--- config.mk ---
export PLATFORM = sky130hd
export DESIGN_NAME = bouncing_box_gen_flat
export DESIGN_NICKNAME = d
export VERILOG_FILES = /design/src/rtl/vga_pkg.sv /design/src/rtl/bouncing_box_gen_if.sv /design/src/rtl/bouncing_box_gen_axis.sv /design/src/rtl/bouncing_box_gen.sv /design/src/flat_wrapper.sv
export SDC_FILE = /design/constraint.sdc
export NUM_CORES = 1
export LEC_CHECK = 0
export BUFFER_PORTS_ARGS = -buffer_cell sky130_fd_sc_hd__buf_2
export CAP_MARGIN = 25
export CORE_MARGIN = 3
export CORE_UTILIZATION = 40
export DETAILED_ROUTE_END_ITERATION = 16
export GPL_ROUTABILITY_DRIVEN = 0
export GPL_TIMING_DRIVEN = 0
export PLACE_DENSITY = 0.61
export SETUP_SLACK_MARGIN = 0.5
export SLEW_MARGIN = 15
export SYNTH_ARGS = -nofsm -noshare
export SYNTH_HDL_FRONTEND = slang
export SYNTH_SLANG_ARGS = --single-unit
--- constraint.sdc ---
create_clock -name CLK -period 4.15 [get_ports CLK]
set_clock_uncertainty 0.05 [all_clocks]
set_input_delay 0.415 -clock CLK [delete_from_list [all_inputs] [get_ports CLK]]
set_output_delay 0.415 -clock CLK [all_outputs]
set_load 0.02 [all_outputs]
--- src/rtl/vga_pkg.sv ---
// Shared VGA definitions: display size defaults, RRRGGGBB colour type,
// named colours and the box-update FSM state encoding.
package vga_pkg;

    localparam int H_RES_DEF = 640;
    localparam int V_RES_DEF = 480;

    typedef logic [7:0] colour_t;

    localparam colour_t COL_BLACK = 8'h00;
    localparam colour_t COL_WHITE = 8'hFF;
    localparam colour_t COL_RED   = 8'hE0;

    typedef enum logic [1:0] {
        IDLE   = 2'd0,
        STEP_X = 2'd1,
        STEP_Y = 2'd2,
        COMMIT = 2'd3
    } state_t;

endpackage

--- src/rtl/bouncing_box_gen_if.sv ---
// Pixel-source bus between the VGA timing generator (master) and the box generator (slave).
interface bouncing_box_gen_if;
    import vga_pkg::*;

    logic       PIX_EN;
    logic [9:0] ADDRH;
    logic [8:0] ADDRV;
    logic       REFRESH;
    logic       PAUSE;
    logic [2:0] SPEED;
    colour_t    COLOUR;
    logic       HIT;
    logic       CORNER;

    modport master (
        output PIX_EN, ADDRH, ADDRV, REFRESH, PAUSE, SPEED,
        input  COLOUR, HIT, CORNER
    );

    modport slave (
        input  PIX_EN, ADDRH, ADDRV, REFRESH, PAUSE, SPEED,
        output COLOUR, HIT, CORNER
    );

endinterface

--- src/rtl/bouncing_box_gen_axis.sv ---
// Single-axis stepper: moves pos by speed in dir, clamps to [0, LIMIT] and flips dir on contact.
// Purely combinational; the caller registers the result in its STEP state.
module axis_bounce #(
    parameter int W     = 10,
    parameter int LIMIT = 608
) (
    input  logic [W-1:0] pos,
    input  logic         dir,
    input  logic [2:0]   speed,
    output logic [W-1:0] pos_next,
    output logic         dir_next,
    output logic         hit
);

    localparam logic [W-1:0] LIM   = W'(LIMIT);
    localparam logic [10:0]  LIM_W = 11'(LIMIT);

    logic [10:0] pos_w;
    logic [10:0] spd_w;

    assign pos_w = 11'(pos);
    assign spd_w = 11'(speed);

    // Speed 0 is a true hold: a box resting on an edge must not re-trigger a bounce.
    always_comb begin
        pos_next = pos;
        dir_next = dir;
        hit      = 1'b0;
        if (speed != 3'd0) begin
            if (dir) begin
                if (pos_w + spd_w >= LIM_W) begin
                    pos_next = LIM;
                    dir_next = 1'b0;
                    hit      = 1'b1;
                end else begin
                    pos_next = pos + W'(speed);
                end
            end else begin
                if (pos_w <= spd_w) begin
                    pos_next = '0;
                    dir_next = 1'b1;
                    hit      = 1'b1;
                end else begin
                    pos_next = pos - W'(speed);
                end
            end
        end
    end

endmodule

--- src/rtl/bouncing_box_gen.sv ---
// Border + bouncing-box pixel source; the box steps once per REFRESH so frames never tear.
// COLOUR lags ADDRH/ADDRV by one PIX_EN strobe; an update takes 4 cycles with HIT/CORNER in COMMIT.
// No backpressure: REFRESH outside IDLE is dropped.
module bouncing_box_gen
    import vga_pkg::*;
#(
    parameter int      H_RES         = H_RES_DEF,
    parameter int      V_RES         = V_RES_DEF,
    parameter int      BOX_W         = 32,
    parameter int      BOX_H         = 32,
    parameter colour_t BG_COLOUR     = COL_BLACK,
    parameter colour_t BORDER_COLOUR = COL_WHITE,
    parameter colour_t BOX_COLOUR    = COL_RED,
    parameter colour_t COLOUR_STEP   = 8'h25
) (
    input  logic               CLK,
    input  logic               RESETN,
    bouncing_box_gen_if.slave  bus
);

    localparam int          X_MAX   = H_RES - BOX_W;
    localparam int          Y_MAX   = V_RES - BOX_H;
    localparam logic [9:0]  X_RST   = 10'(X_MAX / 2);
    localparam logic [8:0]  Y_RST   = 9'(Y_MAX / 2);
    localparam logic [10:0] BOX_W_W = 11'(BOX_W);
    localparam logic [10:0] BOX_H_W = 11'(BOX_H);
    localparam logic [10:0] H_LAST  = 11'(H_RES - 1);
    localparam logic [10:0] V_LAST  = 11'(V_RES - 1);

    state_t     state;
    logic [9:0] pos_x, shd_x, nx_x;
    logic [8:0] pos_y, shd_y, nx_y;
    logic       dir_x, dir_y, nx_dir_x, nx_dir_y;
    logic       hx, hy, nx_hx, nx_hy;
    colour_t    box_col;

    axis_bounce #(.W(10), .LIMIT(X_MAX)) u_axis_x (
        .pos      (pos_x),
        .dir      (dir_x),
        .speed    (bus.SPEED),
        .pos_next (nx_x),
        .dir_next (nx_dir_x),
        .hit      (nx_hx)
    );

    axis_bounce #(.W(9), .LIMIT(Y_MAX)) u_axis_y (
        .pos      (pos_y),
        .dir      (dir_y),
        .speed    (bus.SPEED),
        .pos_next (nx_y),
        .dir_next (nx_dir_y),
        .hit      (nx_hy)
    );

    // HIT/CORNER are loaded on the STEP_Y edge so they are high exactly while state==COMMIT.
    always_ff @(posedge CLK or negedge RESETN) begin
        if (!RESETN) begin
            state      <= IDLE;
            pos_x      <= X_RST;
            pos_y      <= Y_RST;
            shd_x      <= X_RST;
            shd_y      <= Y_RST;
            dir_x      <= 1'b1;
            dir_y      <= 1'b1;
            hx         <= 1'b0;
            hy         <= 1'b0;
            box_col    <= BOX_COLOUR;
            bus.HIT    <= 1'b0;
            bus.CORNER <= 1'b0;
        end else begin
            bus.HIT    <= 1'b0;
            bus.CORNER <= 1'b0;
            case (state)
                IDLE: begin
                    if (bus.REFRESH && !bus.PAUSE) state <= STEP_X;
                end
                STEP_X: begin
                    shd_x <= nx_x;
                    dir_x <= nx_dir_x;
                    hx    <= nx_hx;
                    state <= STEP_Y;
                end
                STEP_Y: begin
                    shd_y      <= nx_y;
                    dir_y      <= nx_dir_y;
                    hy         <= nx_hy;
                    bus.HIT    <= hx | nx_hy;
                    bus.CORNER <= hx & nx_hy;
                    state      <= COMMIT;
                end
                COMMIT: begin
                    pos_x <= shd_x;
                    pos_y <= shd_y;
                    if (hx | hy) box_col <= box_col + COLOUR_STEP;
                    state <= IDLE;
                end
                default: state <= IDLE;
            endcase
        end
    end

    logic [10:0] ah, av, bx0, by0;
    logic        in_box, on_border;

    assign ah  = 11'(bus.ADDRH);
    assign av  = 11'(bus.ADDRV);
    assign bx0 = 11'(pos_x);
    assign by0 = 11'(pos_y);

    assign in_box    = (ah >= bx0) && (ah < bx0 + BOX_W_W) &&
                       (av >= by0) && (av < by0 + BOX_H_W);
    assign on_border = (ah == 11'd0) || (ah == H_LAST) ||
                       (av == 11'd0) || (av == V_LAST);

    always_ff @(posedge CLK or negedge RESETN) begin
        if (!RESETN) begin
            bus.COLOUR <= '0;
        end else if (bus.PIX_EN) begin
            bus.COLOUR <= in_box    ? box_col       :
                          on_border ? BORDER_COLOUR : BG_COLOUR;
        end
    end

endmodule

--- src/flat_wrapper.sv ---
// flat-port wrapper written by rule: the top's interface ports become plain ports
module bouncing_box_gen_flat import vga_pkg::*;
#(
    parameter int      H_RES         = H_RES_DEF,
    parameter int      V_RES         = V_RES_DEF,
    parameter int      BOX_W         = 32,
    parameter int      BOX_H         = 32,
    parameter colour_t BG_COLOUR     = COL_BLACK,
    parameter colour_t BORDER_COLOUR = COL_WHITE,
    parameter colour_t BOX_COLOUR    = COL_RED,
    parameter colour_t COLOUR_STEP   = 8'h25
)
  (CLK, RESETN, bus_PIX_EN, bus_ADDRH, bus_ADDRV, bus_REFRESH, bus_PAUSE, bus_SPEED, bus_COLOUR, bus_HIT, bus_CORNER);
  bouncing_box_gen_if bus_i ();
  input  logic CLK;
  input  logic RESETN;
  input wire logic [$bits(bus_i.PIX_EN)-1:0] bus_PIX_EN;
  input wire logic [$bits(bus_i.ADDRH)-1:0] bus_ADDRH;
  input wire logic [$bits(bus_i.ADDRV)-1:0] bus_ADDRV;
  input wire logic [$bits(bus_i.REFRESH)-1:0] bus_REFRESH;
  input wire logic [$bits(bus_i.PAUSE)-1:0] bus_PAUSE;
  input wire logic [$bits(bus_i.SPEED)-1:0] bus_SPEED;
  output wire logic [$bits(bus_i.COLOUR)-1:0] bus_COLOUR;
  output wire logic [$bits(bus_i.HIT)-1:0] bus_HIT;
  output wire logic [$bits(bus_i.CORNER)-1:0] bus_CORNER;
  assign bus_i.PIX_EN = bus_PIX_EN;
  assign bus_i.ADDRH = bus_ADDRH;
  assign bus_i.ADDRV = bus_ADDRV;
  assign bus_i.REFRESH = bus_REFRESH;
  assign bus_i.PAUSE = bus_PAUSE;
  assign bus_i.SPEED = bus_SPEED;
  assign bus_COLOUR = bus_i.COLOUR;
  assign bus_HIT = bus_i.HIT;
  assign bus_CORNER = bus_i.CORNER;
  bouncing_box_gen #(.H_RES(H_RES), .V_RES(V_RES), .BOX_W(BOX_W), .BOX_H(BOX_H), .BG_COLOUR(BG_COLOUR), .BORDER_COLOUR(BORDER_COLOUR), .BOX_COLOUR(BOX_COLOUR), .COLOUR_STEP(COLOUR_STEP)) u_core (.CLK(CLK), .RESETN(RESETN), .bus(bus_i));
endmodule
After elaboration in Yosys (flattened, before gate mapping)
Index checks and enable logic that the tools add are counted.
W data, S select, Z words.
Storage, ports and cells
  register bits after elaboration: 62
  output and inout bits: 10
Cells by class
  $add $sub $neg: 9
  $lt $le $gt $ge: 8
  eq/ne operators: 6
  multiplexer cells: 26
  bitwise operators: 3
  reductions and logical operators: 15
Operator list (number)
  $mux W10: 4
  $mux W9: 4
  $logic_not A11 Y1: 2
  $mux W8: 2
  $mux W1: 14
  $add A10 B3 Y11: 1
  $add A10 B6 Y11 const B: 1
  $ge A11 B10 Y1 const B: 1
  $lt A10 B11 Y1: 1
  $lt A9 B11 Y1: 1
  $add A10 B3 Y10: 1
  $add A9 B3 Y10: 1
  $add A9 B6 Y10 const B: 1
  $eq A10 B10 Y1 const B: 1
  $ge A10 B10 Y1: 1
  $ge A10 B9 Y1 const B: 1
  $le A10 B3 Y1: 1
  $sub A10 B3 Y10: 1
  $add A9 B3 Y9: 1
  $eq A9 B9 Y1 const B: 1
  $ge A9 B9 Y1: 1
  $le A9 B3 Y1: 1
  $sub A9 B3 Y9: 1
  $add A8 B6 Y8 const B: 1
  13 further kinds: 22

Longest topological paths before layout
Gate-level depths: netlist of the first run.
  depth after elaboration: 7
  gate-level depth with buffers: 12
  depth with buffers taken out: 11

Modules after synthesis
Synthesis of the first run repeated with hierarchy kept, for this count alone.
Unflattened totals
  cell total of the unflattened synthesis: 567
  area, all modules: 5173.7 um^2
Modules (own cells, without submodules)
  bouncing_box_gen: instances 1, cells each 319, area each 3407.0 um^2
  axis_bounce at u_core.u_axis_x: instances 1, cells each 136, area each 954.7 um^2
  axis_bounce at u_core.u_axis_y: instances 1, cells each 112, area each 812.0 um^2

Worst setup path before layout of the first run
OpenSTA, ideal clock, no wires.
  kind: register -> register
  start point: register u_core.pos_x[5]
  end point: register u_core.bus.COLOUR[0]
  arrival time: 2.841 ns
  data required time: 3.977 ns
  setup slack: 1.136 ns
  stages on the path, launching flop included: 13
  path buffers: 2
  cells stage by stage: dfstp_2 -> buf_4 -> and3_4 -> xnor2_1 -> ha_1 -> a21o_1 -> a21oi_1 -> o22ai_4 -> a2111oi_4 -> nand4_1 -> or3b_1 -> buf_6 -> o221a_1
On the way
  cells in the longest elaborated chain, start to end: 6
Ends and longest elaborated chain
  from (decl): line bouncing_box_gen.sv:31  | logic [9:0] pos_x, shd_x, nx_x;
  from (signal assigned): line bouncing_box_gen.sv:59  | pos_x <= X_RST;
  from (signal assigned): line bouncing_box_gen.sv:92  | pos_x <= shd_x;
  $add A10 B6 Y11: line bouncing_box_gen.sv:110  | assign in_box = (ah >= bx0) && (ah < bx0 + BOX_W_W) &&
  $lt A10 B11 Y1: line bouncing_box_gen.sv:110
  $logic_and A1 B1 Y1 (*) (2 in series): line bouncing_box_gen.sv:110
  $logic_and A1 B1 Y1 (*): line bouncing_box_gen.sv:111  | (av >= by0) && (av < by0 + BOX_H_W);
  $mux W8 (*): line bouncing_box_gen.sv:119  | bus.COLOUR <= in_box ? box_col :
  to (signal assigned): line bouncing_box_gen.sv:119
  to (decl): line bouncing_box_gen_if.sv:22  | output COLOUR, HIT, CORNER
Mark *: on every way between the ends. The rest lies on a longest branch, timed or not.
A chain may end at the register's enable or synchronous reset.

Final worst setup path of the first run
  start point: register u_core.pos_x[5]
  end point: register u_core.bus.COLOUR[3]
Same word-level chain as after synthesis.

==> flow_summary.toml, run 1 <==
[yosys]
yosysTopAreaCell = "dfrtp_1"
synth_nets = 648
synth_flop_cell = "dfrtp_1"
synthArstFlopShare_pct = 100.0
yosysMostFrequentCell = "o21ai_0"
synth_warnings = 0
yosys-top-cells-count = "o21ai_0, nand2_1, ha_1, dfrtp_1, inv_1"
synth_edf_count = 0
synth_cell_types = 64
synth-seq-cells = 62
synth.top_cell.area_share_pct = 23.12
synthTopCellsByArea = "dfrtp_1, ha_1, dfstp_2"
synth_area_mm2 = 0.004871
synth.avg_cell_area_um2 = 8.591
syn_inst = 567
yosysSeqAreaShare_pct = 32.29

[placed_design]
dp_hpwl_um = 10120
dp.cells = 746
dp_slack_ns = 0.6525
io_buffers = 35

[finish]
area_delta_synth_final_pct = 14.31
final_layout_size_suffix_gt1_share_pct = 14.98
n_antenna_cell = 0
fin_nets = 697
fin_cells = 764

[grt]
use_met3_pct = 4.145
grt.busiest_layer = "met2"
grt_max_degree = 43
globalRouteOverflowTotal = 0
grt_pass1_vias = 4495
track_usage_pct = 21.07
antenna_found_initial = 0
grtUsageMet1_pct = 27.08
use_met2_pct = 33.87
grt_pass1_wl_um = 22310

[route]
drt-total-wl_um = 13580
vias_per_cell = 5.928
ant_nets = 0
wl_per_cell_um = 17.77
first_pass_iters = 5
drc = 0
num_vias = 4529
drt_iter0_drc = 316

[clocking]
clkTransAtPathRegs_ns = 0.06
clock_latency_ns = 0.33
root_buffer = "clkbuf_16"
cts_sinks = 62
cts.path.max_buffers = 2
h-tree-depth = 3
cts_inserted_buffers = 9
tritoncts = "built"

[sta]
setup_ws_ns = 0.6950
fin_tns_setup_ns = 0
drv_slew = 0
relSlewSlack_pct = 34.46
finalSetupViolCount = 0
holdWs_ns = 0.4264
max_freq_ghz = 0.2894
rsz0062_at_grt = "no"
post-route-period-util_pct = 83.25
final-hold-violation-count = 0
fin_crit_ns = 3.455
tightest_slew_ns = 0.9785

[pwr]
leakage_uw = 0.002376
ir_drop_mv = 0.3483
p_total_uw = 4115
powerDensity_mw_per_mm2 = 739.1

[floorplan]
die-width_um = 116.4
boundaryPins = 37
rows = 39
core_mm2 = 0.01166
chipHeight_um = 116.4
die-area_mm2 = 0.01354
initial_core_util_pct = 41.77

[worst_setup_path]
end_kind = "flop"
slowest_stage = "dfstp_2"
rr_worst_depth = 12
crit_chain = "buf_4 > and3_4 > xnor2_1 > ha_1 > a21o_1 > a21oi_1 > o22ai_4 > a2111oi_4 > nand4_1 > or3b_1 > buf_6 > o221a_1"
critical_path_depth = 12
crit_path_start_kind = "flop"
cp_max_fo = 9
cp.buffers_inverters = 2
crit_family = "compound AO/OA/AOI/OAI gates"
max_stage_delay_ns = 0.55
crit_type = "flop to flop"
cp_data_required_time_ns = 4.32
worstPathArrival_ns = 3.62

[hold_path]
min_path_cells = 2
hold_path_class = "flop to flop"

[flow_run]
maxCapViolations = 0

[outcome]
status = "finished clean"
## cells in the final DEF, fill, tap and decap left out, types with 5 or more instances in the layout
cell type	netlist	layout
dfrtp_1	45	45
nand2b_1	9	9
clkbuf_16	0	9
nand4_1	8	8
nor4_1	11	11
o21a_1	8	8
ha_1	50	50
o221a_1	8	8
a21o_1	9	9
o22ai_1	7	7
a211oi_1	6	6
dfstp_2	17	17
inv_1	45	45
buf_2	3	37
a21oi_1	36	36
xnor2_1	16	16
nor3_1	11	10
nand3_1	11	11
clkbuf_1	21	21
a221oi_1	5	5
a31oi_1	9	9
nand2_1	51	51
nor2_1	41	41
nor2b_1	10	10
o21ai_0	56	56
## metal layers
layer | part of all wire (%) | wire, um | vias to the layer above
li1 | - | - | 2160
met1 | 45 | 6072 | 2186
met2 | 47 | 6322 | 137
met3 | 4.7 | 636 | 46
met4 | 4.0 | 544 | 0
met5 | 0 | 0 | -
## final cells by class
class | instances | area [um2]
plain buffers | 29 | 127.6
multi-input cells | 431 | 3007
clock buffers | 9 | 225.2
clock inverters | 7 | 72.57
flip-flops and latches | 62 | 1573
fillers | 1158 | 6095
repair buffers | 38 | 215.2
inverters | 45 | 168.9
well taps | 143 | 178.9
## path summary, 6_finish.rpt
path                                             start                          endpoint  slack [ns]
max                        u_core.pos_x[5]$_DFFE_PN1P_  u_core.bus.COLOUR[3]$_DFFE_PN0P_        0.69
min                        u_core.shd_x[4]$_DFFE_PN1P_       u_core.shd_x[4]$_DFFE_PN1P_        0.43
max reg2reg                u_core.pos_x[5]$_DFFE_PN1P_  u_core.bus.COLOUR[3]$_DFFE_PN0P_        0.69
min reg2reg                u_core.shd_x[4]$_DFFE_PN1P_       u_core.shd_x[4]$_DFFE_PN1P_        0.43
max in group asynchronous                       RESETN       u_core.pos_x[8]$_DFFE_PN1P_        3.00
min in group asynchronous                       RESETN       u_core.pos_y[8]$_DFFE_PN0P_        0.46
## cells by family after synthesis
| kind of cell | count (synthesis) | share of synthesized area [%] |
|---|---|---|
| AO/OA/AOI/OAI | 184 | 25.58 |
| adder cells (fa/ha/maj) | 55 | 14.69 |
| multiplexers | 5 | 1.130 |
| AND/OR/NAND/NOR | 168 | 16.80 |
| buffers and inverters | 74 | 6.088 |
| flip-flops | 62 | 32.29 |
| XOR/XNOR | 19 | 3.416 |
## tightest hold or removal path: cells and delay by family (launching register included)
family,cells,cell delay (ns)
flops,1,0.36
buf+inv,1,0.04
compound gates,1,0.07
## metrics by stage
step                area, um2  util (%)
floorplan                4871         -
CTS                      5560     47.68
global placement         5225     44.80
global route             5568     47.74
finish                   5568     47.74
detailed placement       5253     45.04
## power breakdown
| group | total [uW] | internal [uW] | switching (uW) |
|---|---|---|---|
| Combinational | 2230 | 876 | 1360 |
| Clock | 752 | 465 | 287 |
| Sequential | 1130 | 915 | 214 |
## sequential cells by signal (all words and copies together), names as in the netlist
signal             flops
u_core.box_col         8
u_core.bus.COLOUR      8
u_core.bus.CORNER      1
u_core.bus.HIT         1
u_core.dir_x           1
u_core.dir_y           1
u_core.hx              1
u_core.hy              1
u_core.pos_x          10
u_core.pos_y           9
u_core.shd_x          10
u_core.shd_y           9
u_core.state           2
## what timing repair did
| action | CTS | global route |
|---|---|---|
| endpoints found under the setup margin | 0 | 8 |
| resized for setup | 0 | 0 |
| endpoints found under the hold margin | 15 | 0 |
| hold buffers | 1 | 0 |
| buffers inserted | 0 | 1 |
Power figures use the tool's default switching activity.
==> run 2, diff against run 1 <==
- clock period: 4.15 -> 3.25 ns (I/O delays scaled with it)
==> flow_summary.toml, run 2 (synthesis gave the netlist of run 1 again) <==
[grt]
use_met2_pct = 36.61
grt_pass1_vias = 4611
track_usage_pct = 22.15
globalRouteOverflowTotal = 0
grt_pass1_wl_um = 23400
use_met3_pct = 3.834
antenna_found_initial = 0
grt.busiest_layer = "met2"
grtUsageMet1_pct = 28.78
grt_max_degree = 63

[finish]
area_delta_synth_final_pct = 18.34
regArea_mm2 = 0.001575
multi_input_area_mm2 = 0.003118
fillers = 1128
fin_nets = 707
fin_util_pct = 49.43
n_antenna_cell = 0
top_regs = "u_core.pos_x x10, u_core.shd_x x10"
final_layout_size_suffix_gt1_share_pct = 20.29
final_cell_mix = "o21ai_0, nand2_1, ha_1"
final_common_cell = "o21ai_0"

[floorplan]
die-area_mm2 = 0.01354
initial_core_util_pct = 41.77
rows = 39
boundaryPins = 37
chipHeight_um = 116.4
core_mm2 = 0.01166
die-width_um = 116.4

[worst_setup_path]
r2r-start = "u_core.pos_x[5]$_DFFE_PN1P_"
cp_data_required_time_ns = 3.43
crit_path_start_kind = "flop"
crit_type = "flop to flop"
end_kind = "flop"
worstReg2RegEnd = "u_core.bus.COLOUR[6]$_DFFE_PN0P_"
cp_max_fo = 8
worstPathArrival_ns = 3.28
rrSetupSlack_ns = 0.15
rr_worst_depth = 12

[clocking]
root_buffer = "clkbuf_16"
cts_sinks = 62
hold_buffers = 0
clock_latency_ns = 0.34
h-tree-depth = 3
cts_inserted_buffers = 9
clkTransAtPathRegs_ns = 0.06
cts.path.max_buffers = 2
tritoncts = "built"

[hold_path]
hold_path_class = "primary input to async pin"

[sta]
holdWs_ns = 0.009686
post-route-period-util_pct = 95.47
rsz0062_at_grt = "yes"
final-hold-violation-count = 0
fin_crit_ns = 3.103
max_freq_ghz = 0.3223
tightest_slew_ns = 0.7910
relSlewSlack_pct = 47.27
drv_slew = 0
finalSetupViolCount = 0

[pwr]
clockPowerShare_pct = 18.3
seq_power_share_pct = 26.1
powerDensity_mw_per_mm2 = 963.8
leakage_uw = 0.002456
pwr-share-comb_pct = 55.6
p_sw_share_pct = 45.81
p_int_uw = 3011
ir_drop_mv = 0.4009
switching_power_uw = 2545

[flow_run]
maxCapViolations = 0

[route]
drt-total-wl_um = 14410
ant_nets = 0
vias_per_cell = 5.992
wl_per_cell_um = 18.61
num_vias = 4638
drc = 0
first_pass_iters = 5
drt_iter0_drc = 606

[placed_design]
dp_hpwl_um = 10420
io_buffers = 35

[outcome]
status = "finished clean"
run 2: worst max-delay path, cell delays in order, from the launching register on:
cell	delay (ns)
dfstp_2	0.55
buf_6	0.11
and3_4	0.20
xnor2_2	0.06
ha_1	0.31
a21o_1	0.18
a21oi_2	0.19
o22ai_4	0.11
a2111oi_4	0.18
nand4_1	0.24
or3b_1	0.44
buf_6	0.15
o221a_1	0.21
run 2: per-stage QoR:
| stage | setup WS [ns] | power [uW] | area [um2] | cells | TNS (ns) |
|---|---|---|---|---|---|
| 2_1_floorplan | 0.4318 | 3515 | 4887 | 567 | 0 |
| 3_3_place_gp | 0.02099 | 4199 | 5241 | 745 | 0 |
| 6_report | 0.1471 | 5556 | 5764 | 774 | 0 |
| 3_5_place_dp | -0.04025 | 4291 | 5249 | 746 | -0.1502 |
| 4_1_cts | 0.1116 | 5442 | 5687 | 772 | 0 |
| 5_1_grt | 0.02099 | 6003 | 5764 | 774 | 0 |
run 2: what timing repair did:
| item | in CTS | in global routing |
|---|---|---|
| pin swaps | 14 | 11 |
| setup buffers | 10 | 2 |
| resized for setup | 10 | 23 |
| endpoints found under the hold margin | 0 | 0 |
| setup endpoints to repair | 26 | 28 |
run 2: power by group through the flow:
stage          clock, uW  combinational (uW)  sequential (uW)
6_report            1020                3090             1450
5_1_grt             1070                3440             1490
4_1_cts             1030                2970             1440
3_5_place_dp           0                2840             1460
3_3_place_gp           0                2760             1440
2_1_floorplan          0                2110             1410
run 2: worst max-delay path by stage:
stage                                 from                                to  cells after the start
3_3_place_gp   u_core.pos_x[5]$_DFFE_PN1P_  u_core.bus.COLOUR[4]$_DFFE_PN0P_                     11
3_5_place_dp   u_core.pos_x[8]$_DFFE_PN1P_  u_core.bus.COLOUR[6]$_DFFE_PN0P_                     10
6_report       u_core.pos_x[5]$_DFFE_PN1P_  u_core.bus.COLOUR[6]$_DFFE_PN0P_                     12
5_1_grt        u_core.pos_x[5]$_DFFE_PN1P_  u_core.bus.COLOUR[7]$_DFFE_PN0P_                     12
4_1_cts        u_core.pos_x[5]$_DFFE_PN1P_  u_core.bus.COLOUR[6]$_DFFE_PN0P_                     12
2_1_floorplan  u_core.pos_x[5]$_DFFE_PN1P_  u_core.bus.COLOUR[4]$_DFFE_PN0P_                     12
run 2: cell type report:
type	instances	area share, %
tap	143	3.104
clock buffer	9	3.907
clock inverter	7	1.433
buffer	29	2.409
inverter	45	2.930
timing repair buffer	48	4.797
multi-input combinational	431	54.09
sequential	62	27.33
run 2: routing by layer:
metal	wire length [um]	vias up	share of wire, %
met1	6291	2262	44
met3	800	27	5.6
li1	-	2178	-
met4	374	0	2.6
met2	6938	171	48
met5	0	-	0
==> run 3, diff against run 2 <==
- clock period: 3.25 -> 3.1 ns (I/O delays scaled with it)
==> flow_summary.toml, run 3 (synthesis gave the netlist of run 1 again) <==
[floorplan]
rows = 39
boundaryPins = 37
chipHeight_um = 116.4
die-area_mm2 = 0.01354
die-width_um = 116.4
initial_core_util_pct = 41.77
core_mm2 = 0.01166

[grt]
grtUsageMet1_pct = 28.30
grt.busiest_layer = "met2"
grt_pass1_wl_um = 23580
globalRouteOverflowTotal = 0
grt_pass1_vias = 4672
antenna_found_initial = 0
track_usage_pct = 22.27
grt_max_degree = 63
use_met3_pct = 4.301
use_met2_pct = 36.73

[worst_setup_path]
cp_common_cell = "buf_6"
max_stage_delay_ns = 0.56
rrSetupSlack_ns = 0.03
worstPathArrival_ns = 3.24
crit_type = "flop to flop"
slowest_stage = "dfstp_2"
worstReg2RegEnd = "u_core.bus.COLOUR[2]$_DFFE_PN0P_"
cp_data_required_time_ns = 3.26
r2r-start = "u_core.pos_x[5]$_DFFE_PN1P_"
crit_chain = "buf_6 > and3_4 > xnor2_2 > ha_1 > a21o_1 > a21oi_2 > o22ai_4 > a2111oi_4 > nand4_1 > or3b_1 > buf_6 > o221a_1"
end_kind = "flop"
cp_max_fo = 8
rr_worst_depth = 12
crit_path_start_kind = "flop"

[route]
vias_per_cell = 5.980
first_pass_iters = 5
wl_per_cell_um = 18.87
drt-total-wl_um = 14940
num_vias = 4736
drc = 0
drt_iter0_drc = 428
ant_nets = 0

[pwr]
pwr-share-comb_pct = 59.4
p_sw_share_pct = 44.92
leakage_uw = 0.002614
p_total_uw = 6363
p_int_uw = 3505
clockPowerShare_pct = 16.6
powerDensity_mw_per_mm2 = 1020
seq_power_share_pct = 24.0
ir_drop_mv = 0.4720
switching_power_uw = 2858

[placed_design]
placed_area_mm2 = 0.005250
io_buffers = 35
dp_hpwl_um = 10370
dp.cells = 746

[sta]
max_freq_ghz = 0.3255
relSlewSlack_pct = 46.89
drv_slew = 0
final-hold-violation-count = 0
tightest_slew_ns = 0.7967
post-route-period-util_pct = 99.10
finalSetupViolCount = 0
rsz0062_at_grt = "yes"
fin_crit_ns = 3.072
fin_tns_setup_ns = 0

[finish]
area_delta_synth_final_pct = 28.13
final_layout_size_suffix_gt1_share_pct = 29.43
fin_nets = 726
fin_cells = 792
n_antenna_cell = 0
fin_util_pct = 53.51
final_common_cell = "nand2_1"
top_regs = "u_core.pos_x x10, u_core.shd_x x10"
stdcell_area_mm2 = 0.006241
final_cell_mix = "nand2_1, o21ai_0, inv_1, ha_1, dfrtp_1"

[clocking]
clkTransAtPathRegs_ns = 0.06
tritoncts = "built"
h-tree-depth = 3
hold_buffers = 0
cts_sinks = 62
cts.path.max_buffers = 2
root_buffer = "clkbuf_16"
clock_latency_ns = 0.33
cts_inserted_buffers = 9

[outcome]
status = "finished clean"

[flow_run]
maxCapViolations = 0

[hold_path]
hold_path_class = "primary input to async pin"
[run 3: changes by cell type in the layout (fill, tap and decap cells not counted), sizes merged]
cell,delta
clkinvlp,-1
inv,-2
clkinv,-1
buf,+21
clkbuf,+1
[run 3: area by class of cell]
class,count,area [um2]
Fill cell,1036,5421
Multi-Input combinational cell,431,3403
Sequential cell,62,1577
Timing Repair Buffer,67,454.2
Clock buffer,12,266.5
Tap cell,143,178.9
Inverter,45,168.9
Buffer,29,150.1
Clock inverter,3,42.54
[run 3: timing repair]
action | in CTS | in global routing
setup endpoints to repair | 30 | 32
setup buffers | 24 | 7
pin swaps | 26 | 40
hold endpoints to repair | 0 | 0
resized for setup | 37 | 76
[run 3: critical path: cells and delay by family, from the launching register on]
kind	cells	cell delay [ns]
and+or+nand+nor	3	0.87
AOI/OAI and AO/OA	5	0.85
DFF	1	0.56
buffers and inverters	2	0.25
adders and majority gates	1	0.25
xor gates and xnor gates	1	0.10
[run 3: per-layer routing]
| metal | vias up | routed length [um] |
|---|---|---|
| li1 | 2216 | - |
| met1 | 2299 | 6491 |
| met2 | 172 | 7190 |
| met3 | 49 | 717 |
| met4 | 0 | 544 |
| met5 | - | 0 |
[run 3: worst max-delay path by stage]
| stage | from | end | slack (ns) | depth (start not counted) |
|---|---|---|---|---|
| detailed placement | u_core.pos_x[8]$_DFFE_PN1P_ | u_core.bus.COLOUR[2]$_DFFE_PN0P_ | -0.20 | 10 |
| finish | u_core.pos_x[5]$_DFFE_PN1P_ | u_core.bus.COLOUR[2]$_DFFE_PN0P_ | 0.03 | 12 |
| CTS | u_core.pos_x[5]$_DFFE_PN1P_ | u_core.bus.COLOUR[2]$_DFFE_PN0P_ | 0.02 | 12 |
| floorplan | u_core.pos_x[5]$_DFFE_PN1P_ | u_core.bus.COLOUR[4]$_DFFE_PN0P_ | 0.28 | 12 |
| global route | u_core.pos_x[5]$_DFFE_PN1P_ | u_core.bus.COLOUR[5]$_DFFE_PN0P_ | -0.09 | 12 |
| global placement | u_core.pos_x[5]$_DFFE_PN1P_ | u_core.bus.COLOUR[4]$_DFFE_PN0P_ | -0.12 | 11 |
[run 3: metrics by stage]
step / setup slack (ns) / hold WS [ns]
after floorplan: 0.2818 / -0.03559
after detailed placement: -0.2037 / 0.4039
after global placement: -0.1166 / 0.4105
after global routing: -0.09140 / 0.06121
final: 0.02804 / 0.01044
after CTS: 0.01807 / 0.05219
[run 3: power groups by stage]
stage          registers (uW)  logic [uW]  clock network (uW)
2_1_floorplan            1470        2210                   0
3_3_place_gp             1510        2890                   0
3_5_place_dp             1520        2970                   0
4_1_cts                  1500        3340                1070
5_1_grt                  1560        4130                1120
6_report                 1520        3780                1060
